File: src/rtl/uart_pkg.sv
`default_nettype none
// ============================================================================
// Module   : uart_pkg
// Brief    : Shared constants and the FIFO entry type for the UART receive path.
// Revision : 1.0 - initial release
// ============================================================================
package uart_pkg;

    localparam int DEFAULT_DATA_BITS = 8;
    localparam int DEFAULT_DEPTH     = 16;

    typedef struct packed {
        logic                         perr;
        logic [DEFAULT_DATA_BITS-1:0] data;
    } entry_t;

endpackage
`default_nettype wire

File: src/rtl/uart_fifo_ram.sv
`default_nettype none
// ============================================================================
// Module   : uart_fifo_ram
// Brief    : DEPTH x WIDTH storage, synchronous write, asynchronous read, no reset.
// Revision : 1.0 - initial release
// ============================================================================
module uart_fifo_ram #(
    parameter int WIDTH = 9,
    parameter int DEPTH = 16
) (
    input  logic                     clk,
    input  logic                     i_wr_en,
    input  logic [$clog2(DEPTH)-1:0] i_wr_addr,
    input  logic [WIDTH-1:0]         i_wr_data,
    input  logic [$clog2(DEPTH)-1:0] i_rd_addr,
    output logic [WIDTH-1:0]         o_rd_data
);

    logic [WIDTH-1:0] mem [DEPTH];

    always_ff @(posedge clk) begin
        if (i_wr_en) begin
            mem[i_wr_addr] <= i_wr_data;
        end
    end

    assign o_rd_data = mem[i_rd_addr];

endmodule
`default_nettype wire

File: src/rtl/uart_rx_fifo.sv
`default_nettype none
// ============================================================================
// Module   : uart_rx_fifo
// Brief    : Receive FIFO behind a UART receiver, with overflow and parity stats.
// Revision : 1.0 - initial release
// ============================================================================
module uart_rx_fifo
    import uart_pkg::*;
#(
    parameter int DATA_BITS = DEFAULT_DATA_BITS,
    parameter int DEPTH     = DEFAULT_DEPTH
) (
    input  logic                   clk,
    input  logic                   rst,
    input  logic [DATA_BITS-1:0]   in_data,
    input  logic                   in_vld,
    input  logic                   in_perr,
    output logic [DATA_BITS-1:0]   out_data,
    output logic                   out_perr,
    output logic                   out_valid,
    input  logic                   out_ready,
    output logic [$clog2(DEPTH):0] count,
    output logic                   full,
    output logic                   empty,
    output logic                   overflow,
    input  logic                   clr_ovf,
    output logic [7:0]             perr_cnt
);

    localparam int c_PTR_W  = $clog2(DEPTH);
    localparam int c_CNT_W  = c_PTR_W + 1;
    localparam int c_WORD_W = DATA_BITS + 1;

    logic               in_vld_q, in_vld_d;
    logic [c_PTR_W-1:0] wr_ptr_q, wr_ptr_d;
    logic [c_PTR_W-1:0] rd_ptr_q, rd_ptr_d;
    logic [c_CNT_W-1:0] count_q, count_d;
    logic               full_q, full_d;
    logic               empty_q, empty_d;
    logic               overflow_q, overflow_d;
    logic [7:0]         perr_cnt_q, perr_cnt_d;

    logic                w_wr_evt, w_rd, w_wr_acc, w_drop;
    logic [c_WORD_W-1:0] w_wr_word, w_rd_word;

    // Edge-detect the valid level; a full FIFO still takes a write if a read frees a slot.
    assign w_wr_evt = in_vld & ~in_vld_q;
    assign w_rd     = ~empty_q & out_ready;
    assign w_wr_acc = w_wr_evt & (~full_q | w_rd);
    assign w_drop   = w_wr_evt & full_q & ~w_rd;

    always_comb begin
        in_vld_d   = in_vld;
        wr_ptr_d   = wr_ptr_q;
        rd_ptr_d   = rd_ptr_q;
        count_d    = count_q;
        overflow_d = overflow_q;
        perr_cnt_d = perr_cnt_q;

        if (w_wr_acc) begin
            wr_ptr_d = wr_ptr_q + c_PTR_W'(1);
        end
        if (w_rd) begin
            rd_ptr_d = rd_ptr_q + c_PTR_W'(1);
        end
        if (w_wr_acc && !w_rd) begin
            count_d = count_q + c_CNT_W'(1);
        end else if (!w_wr_acc && w_rd) begin
            count_d = count_q - c_CNT_W'(1);
        end

        if (w_drop) begin
            overflow_d = 1'b1;
        end else if (clr_ovf) begin
            overflow_d = 1'b0;
        end

        if (w_wr_acc && in_perr && (perr_cnt_q != 8'hFF)) begin
            perr_cnt_d = perr_cnt_q + 8'd1;
        end

        full_d  = (count_d == c_CNT_W'(DEPTH));
        empty_d = (count_d == '0);
    end

    always_ff @(posedge clk) begin
        if (rst) begin
            in_vld_q   <= 1'b1;
            wr_ptr_q   <= '0;
            rd_ptr_q   <= '0;
            count_q    <= '0;
            full_q     <= 1'b0;
            empty_q    <= 1'b1;
            overflow_q <= 1'b0;
            perr_cnt_q <= '0;
        end else begin
            in_vld_q   <= in_vld_d;
            wr_ptr_q   <= wr_ptr_d;
            rd_ptr_q   <= rd_ptr_d;
            count_q    <= count_d;
            full_q     <= full_d;
            empty_q    <= empty_d;
            overflow_q <= overflow_d;
            perr_cnt_q <= perr_cnt_d;
        end
    end

    // The shared entry type only fits the default character width.
    generate
        if (DATA_BITS == DEFAULT_DATA_BITS) begin : g_pkg_entry
            entry_t w_wr_entry;
            entry_t w_rd_entry;
            always_comb begin
                w_wr_entry.perr = in_perr;
                w_wr_entry.data = in_data;
            end
            assign w_wr_word  = w_wr_entry;
            assign w_rd_entry = w_rd_word;
            assign out_perr   = w_rd_entry.perr;
            assign out_data   = w_rd_entry.data;
        end else begin : g_raw_entry
            assign w_wr_word = {in_perr, in_data};
            assign out_perr  = w_rd_word[DATA_BITS];
            assign out_data  = w_rd_word[DATA_BITS-1:0];
        end
    endgenerate

    uart_fifo_ram #(
        .WIDTH (c_WORD_W),
        .DEPTH (DEPTH)
    ) u_ram (
        .clk       (clk),
        .i_wr_en   (w_wr_acc),
        .i_wr_addr (wr_ptr_q),
        .i_wr_data (w_wr_word),
        .i_rd_addr (rd_ptr_q),
        .o_rd_data (w_rd_word)
    );

    assign out_valid = ~empty_q;
    assign count     = count_q;
    assign full      = full_q;
    assign empty     = empty_q;
    assign overflow  = overflow_q;
    assign perr_cnt  = perr_cnt_q;

endmodule
`default_nettype wire
File: config.mk
export PLATFORM = sky130hd
export DESIGN_NAME = uart_rx_fifo
export DESIGN_NICKNAME = d
export VERILOG_FILES = /design/src/rtl/uart_pkg.sv /design/src/rtl/uart_fifo_ram.sv /design/src/rtl/uart_rx_fifo.sv
export SDC_FILE = /design/constraint.sdc
export NUM_CORES = 1
export LEC_CHECK = 0
export CORE_MARGIN = 3
export CORE_UTILIZATION = 57
export CTS_CLUSTER_SIZE = 12
export DETAILED_ROUTE_END_ITERATION = 12
export PLACE_DENSITY = 0.78
export SLEW_MARGIN = 10
export SYNTH_ARGS = -nofsm -noshare
export SYNTH_HDL_FRONTEND = slang
export SYNTH_HIERARCHICAL = 1
export SYNTH_SLANG_ARGS = --single-unit
File: constraint.sdc
create_clock -name clk -period 6.6 [get_ports clk]
set_input_delay 0.66 -clock clk [delete_from_list [all_inputs] [get_ports clk]]
set_output_delay 0.66 -clock clk [all_outputs]
set_load 0.03 [all_outputs]
; ---- Word-level counts from Yosys, hierarchy flattened
; Memory sizes are Yosys's and may differ from the RTL's. A register that Yosys moved wholly into a read port is not among the register bits.
; Index checks and enable logic that the tools add are counted.
[totals]
register_bits = 25
mem_bits_rw = 144
output_inout_bits = 26
mem_count = 1
[op_classes]
addsub = 5
eq_ne = 2
mux = 8
bitwise_logic = 10
n_reduce_logical = 8
[mem_list]
columns = name, words, width, rd, rd_ports_with_merged_regs, wr, line_no
row1 = u_ram.mem, 16, 9, 1, 1, 1, uart_fifo_ram.sv:19  ; logic [WIDTH-1:0] mem [DEPTH];
[op_table]
columns = op, n
row1 = $mux 5, 2
row2 = $add 4x1->4 const B, 2
row3 = $add 8x1->8 const B, 1
row4 = $mux 4, 2
row5 = $ne 8x8->1 const B, 1
row6 = $add 5x1->5 const B, 1
row7 = $and 1x1->1, 5
row8 = $eq 5x5->1 const B, 1
row9 = $logic_not 5->1, 1
row10 = $sub 5x1->5 const B, 1
row11 = $logic_and 1x1->1, 4
row12 = $mux 1, 4
row13 = $not 1->1, 4
row14 = $logic_not 1->1, 2
row15 = $reduce_bool 2->1, 1
row16 = $or 1x1->1, 1

; ---- Logic depth before layout (Yosys ltp)
[logic_depth]
word_depth = 9
ltp_mapped = 7
depth_no_buf = 7

; ---- Cells and area by module
; The synthesis kept the hierarchy.
[by_module_without_submodules]
columns = module, instances, cells_per_inst, area_each_um2, seq_area_each_um2
row1 = uart_fifo_ram, 1, 245, 5600.4, 4324.1
row2 = uart_rx_fifo, 1, 132, 1227.4, 500.5

; ---- Worst setup path after synthesis
; No wires, ideal clock.
[synth_path]
kind = input-to-reg
from = input out_ready
to = memory u_ram.mem[0][0], enable pin
setup_time_ns = 0.387
arrival_time_ns = 2.376
slack_ns = 3.837
stages = 4
cell_sequence = or2b_4 -> a21oi_4 -> or3b_2 -> nor3_1
[synth_between]
elab_chain_len = 5
[synth_lines]
columns = item, line_no
row1 = start: declaration, uart_rx_fifo.sv:21  ; input logic out_ready,
row2 = $and 1x1->1, uart_rx_fifo.sv:48  ; assign w_rd = ~empty_q & out_ready;
row3 = $or 1x1->1, uart_rx_fifo.sv:49  ; assign w_wr_acc = w_wr_evt & (~full_q | w_rd);
row4 = $and 1x1->1, uart_rx_fifo.sv:49
row5 = via w_wr_acc, uart_rx_fifo.sv:43  ; logic w_wr_evt, w_rd, w_wr_acc, w_drop;
row6 = $mux 1, uart_fifo_ram.sv:22  ; if (i_wr_en) begin
row7 = $mux 1 (implied by the code), uart_fifo_ram.sv:23  ; mem[i_wr_addr] <= i_wr_data;
row8 = end: declaration, uart_fifo_ram.sv:19
; The timed path passes the listed nets, and every way through them passes these cells.

==> flow_metrics.env <==
export IMPL_synth_most_common_cell="edfxtp_1"
export IMPL_cts_buffers=17
export IMPL_drt_initial_drc_count=312
export IMPL_nNetsFinal=441
export IMPL_end_kind="output port"
export IMPL_synth_commonest_cells="edfxtp_1, nor2_1, dfxtp_1"
export IMPL_dieWidth_um=115
export IMPL_regArea_um2=4830
export IMPL_timing_fmax_mhz=276
export IMPL_report_final_hold_viol_count=0
export IMPL_die_h_um=115
export IMPL_fin_area_um2=7890
export IMPL_finClkSkew_ns=0.00412
export IMPL_synth_top_area_share_pct=63.3
export IMPL_clkLatencyLatePin_ns=0.42
export IMPL_cts_tree="yes"
export IMPL_grt_start_max_net_pins=40
export IMPL_post_route_min_period_ns=3.62
export IMPL_yosysTopAreaCell="edfxtp_1"
export IMPL_arrival_ns=2.96
export IMPL_multiInputGateArea_um2=1870
export IMPL_port_buffers=39
export IMPL_grt_pass1_vias=3629
export IMPL_yosys_warnings=6
export IMPL_diodes=0
export IMPL_avgSynthCellArea_um2=18.1
export IMPL_clkSinkCount=169
export IMPL_async_flop_share_pct=0
export IMPL_slew_violations=0
export IMPL_synth_area_leaders="edfxtp_1, dfxtp_1, mux4_2, mux4_1, a22oi_1"
export IMPL_setup_tns_final_ns=0
export IMPL_ys_ff_latch=169
export IMPL_start_util_pct=59.0
export IMPL_via_per_inst=6.15
export IMPL_worstMarginPinSlew_ns=1.12
export IMPL_fin_crit_sh_pct=54.9
export IMPL_total_leakage_power_nw=2.52
export IMPL_cap_violations=0
export IMPL_rrSetupSlack_ns=4.05
export IMPL_cts_setup_buffers=0
export IMPL_synth_edf_count=144
export IMPL_crit_fanout=39
export IMPL_drive_above_1_share_pct=16.6
export IMPL_drt_wl_total_mm=12.7
export IMPL_htree_num_levels=4
export IMPL_ys_seq_area_share_pct=70.7
export IMPL_vias=3554
export IMPL_finalWeightedCongestion=0.807
export IMPL_p_total_w=0.00254
export IMPL_cellPowerDensity_nw_per_um2=322
export IMPL_antenna_found_initial=0
export IMPL_nFillCells=760
export IMPL_post_dp_hpwl_mm=7.86
export IMPL_avgRoutedWirePerCell_um=21.9
export IMPL_synth_cell_area_um2=6830
export IMPL_synthFlopType="edfxtp_1"
export IMPL_place_area_um2=7300
export IMPL_status="completed"
export IMPL_drtAntennaViolNets=0
export IMPL_drcViolationCount=0
export IMPL_rows=39
export IMPL_clk_pin_slew_worst_paths_ns=0.06
export IMPL_syn2layout_area_growth_pct=15.5
export IMPL_cts_hold_buf=0
export IMPL_track_usage_pct=20.6
export IMPL_setup_viol=0
export IMPL_clock_root_buffer="clkbuf_16"
export IMPL_rsz0062_at_grt="no"
export IMPL_grt_overflow=0
export IMPL_utilization_pct=68.2
export IMPL_grt_pass1_wl_mm=20.0
export IMPL_critPathRequiredTime_ns=5.94
export IMPL_cts_buffer_depth=2
export IMPL_num_io_pins=40
export IMPL_critPathKind="flop to output port"
export IMPL_post_cts_resized=0
export IMPL_startpoint_type="flop"
export IMPL_syn_inst=377
export IMPL_drt_pass1_iterations=5
export IMPL_peakVddDrop_mv=0.205
export IMPL_slew_headroom_pct=25.3
export IMPL_dieArea_um2=13300
export IMPL_hold_class="flop to flop"
export IMPL_yosysUniqueCellTypes=52
export IMPL_design_core_area_um2=11600
export IMPL_synth_nets=396
cell families after synthesis:
family | Yosys count | share of synthesized area (%)
AOI/OAI and AO/OA | 32 | 3.72
xor gates and xnor gates | 16 | 2.05
adders and majority gates | 5 | 0.916
buffers and inverters | 22 | 2.27
DFF | 169 | 70.7
muxes | 38 | 13.0
and+or+nand+nor | 95 | 7.38
per-layer routing:
| layer | up-vias | GRT usage, % | share of wire (%) |
|---|---|---|---|
| met2 | 117 | 32.4 | 49 |
| li1 | 1603 | - | - |
| met4 | 0 | 6.96 | 1.5 |
| met1 | 1818 | 28.1 | 43 |
| met5 | - | 0 | 0 |
| met3 | 16 | 6.11 | 6.3 |
through the flow:
step | hold WS (ns) | setup WS (ns) | std cells
floorplan | 0.474 | 3.84 | 377
global placement | 0.482 | 3.06 | 546
detailed placement | 0.491 | 2.91 | 546
CTS | 0.510 | 2.94 | 578
global route | 0.556 | 2.84 | 578
finish | 0.497 | 2.98 | 578
layout make-up:
type	instances	area share, %
Clock inverter	15	2.01
Clock buffer	17	5.39
Timing Repair Buffer	41	5.14
Multi-Input combinational cell	186	23.7
Inverter	7	0.333
Sequential cell	169	61.2
Tap cell	143	2.27
placed cells by master (no fill, tap or decap), types with 2 or more instances in the layout:
cell and n:
nor3_1 2, nand4_1 4, a21oi_1 4, nand2b_1 2, bufinv_16 3, and2b_1 2
nand2_1 17, dfxtp_1 24, mux4_1 15, clkinvlp_4 5, mux4_2 21, edfxtp_1 144
nand3b_1 2, mux2i_1 2, nor4_2 2, clkbuf_16 17, clkdlybuf4s50_1 39, xnor2_1 10
clkinv_2 4, o21ai_0 2, xor2_1 6, nand3_1 7, inv_1 6, nor3_2 5
nor2_1 37, nor4_1 2, clkinv_1 3, ha_1 5, a22oi_1 19, buf_4 2
critical path, cell delays in order (launching register included):
cell and delay (ns):
dfxtp_2 0.31, buf_4 0.56, mux4_1 0.68, a22oi_1 0.28
nand2_1 0.11, clkdlybuf4s50_1 0.61
where the power goes:
part           internal (W)  total (W)  switching (W)
registers           0.00118    0.00120      0.0000218
clock network      0.000587   0.000969       0.000382
logic              0.000174   0.000375       0.000201
state kept, by name, summed over array words and instances, names as in the netlist:
register / flops
empty: 1
count: 5
wr_ptr_q: 4
u_ram/mem: 144
rd_ptr_q: 4
perr_cnt: 8
full: 1
overflow: 1
in_vld_q: 1
worst paths after layout:
| check | startpoint | to | cells past startpoint |
|---|---|---|---|
| setup / recovery | rd_ptr_q[0] | out_data[4] | 5 |
| hold / removal | overflow | overflow | 2 |
| setup reg to reg | empty | u_ram/mem[1][0] | 4 |
| hold reg to reg | overflow | overflow | 2 |
Note: power is estimated with default switching activity, not from simulation.
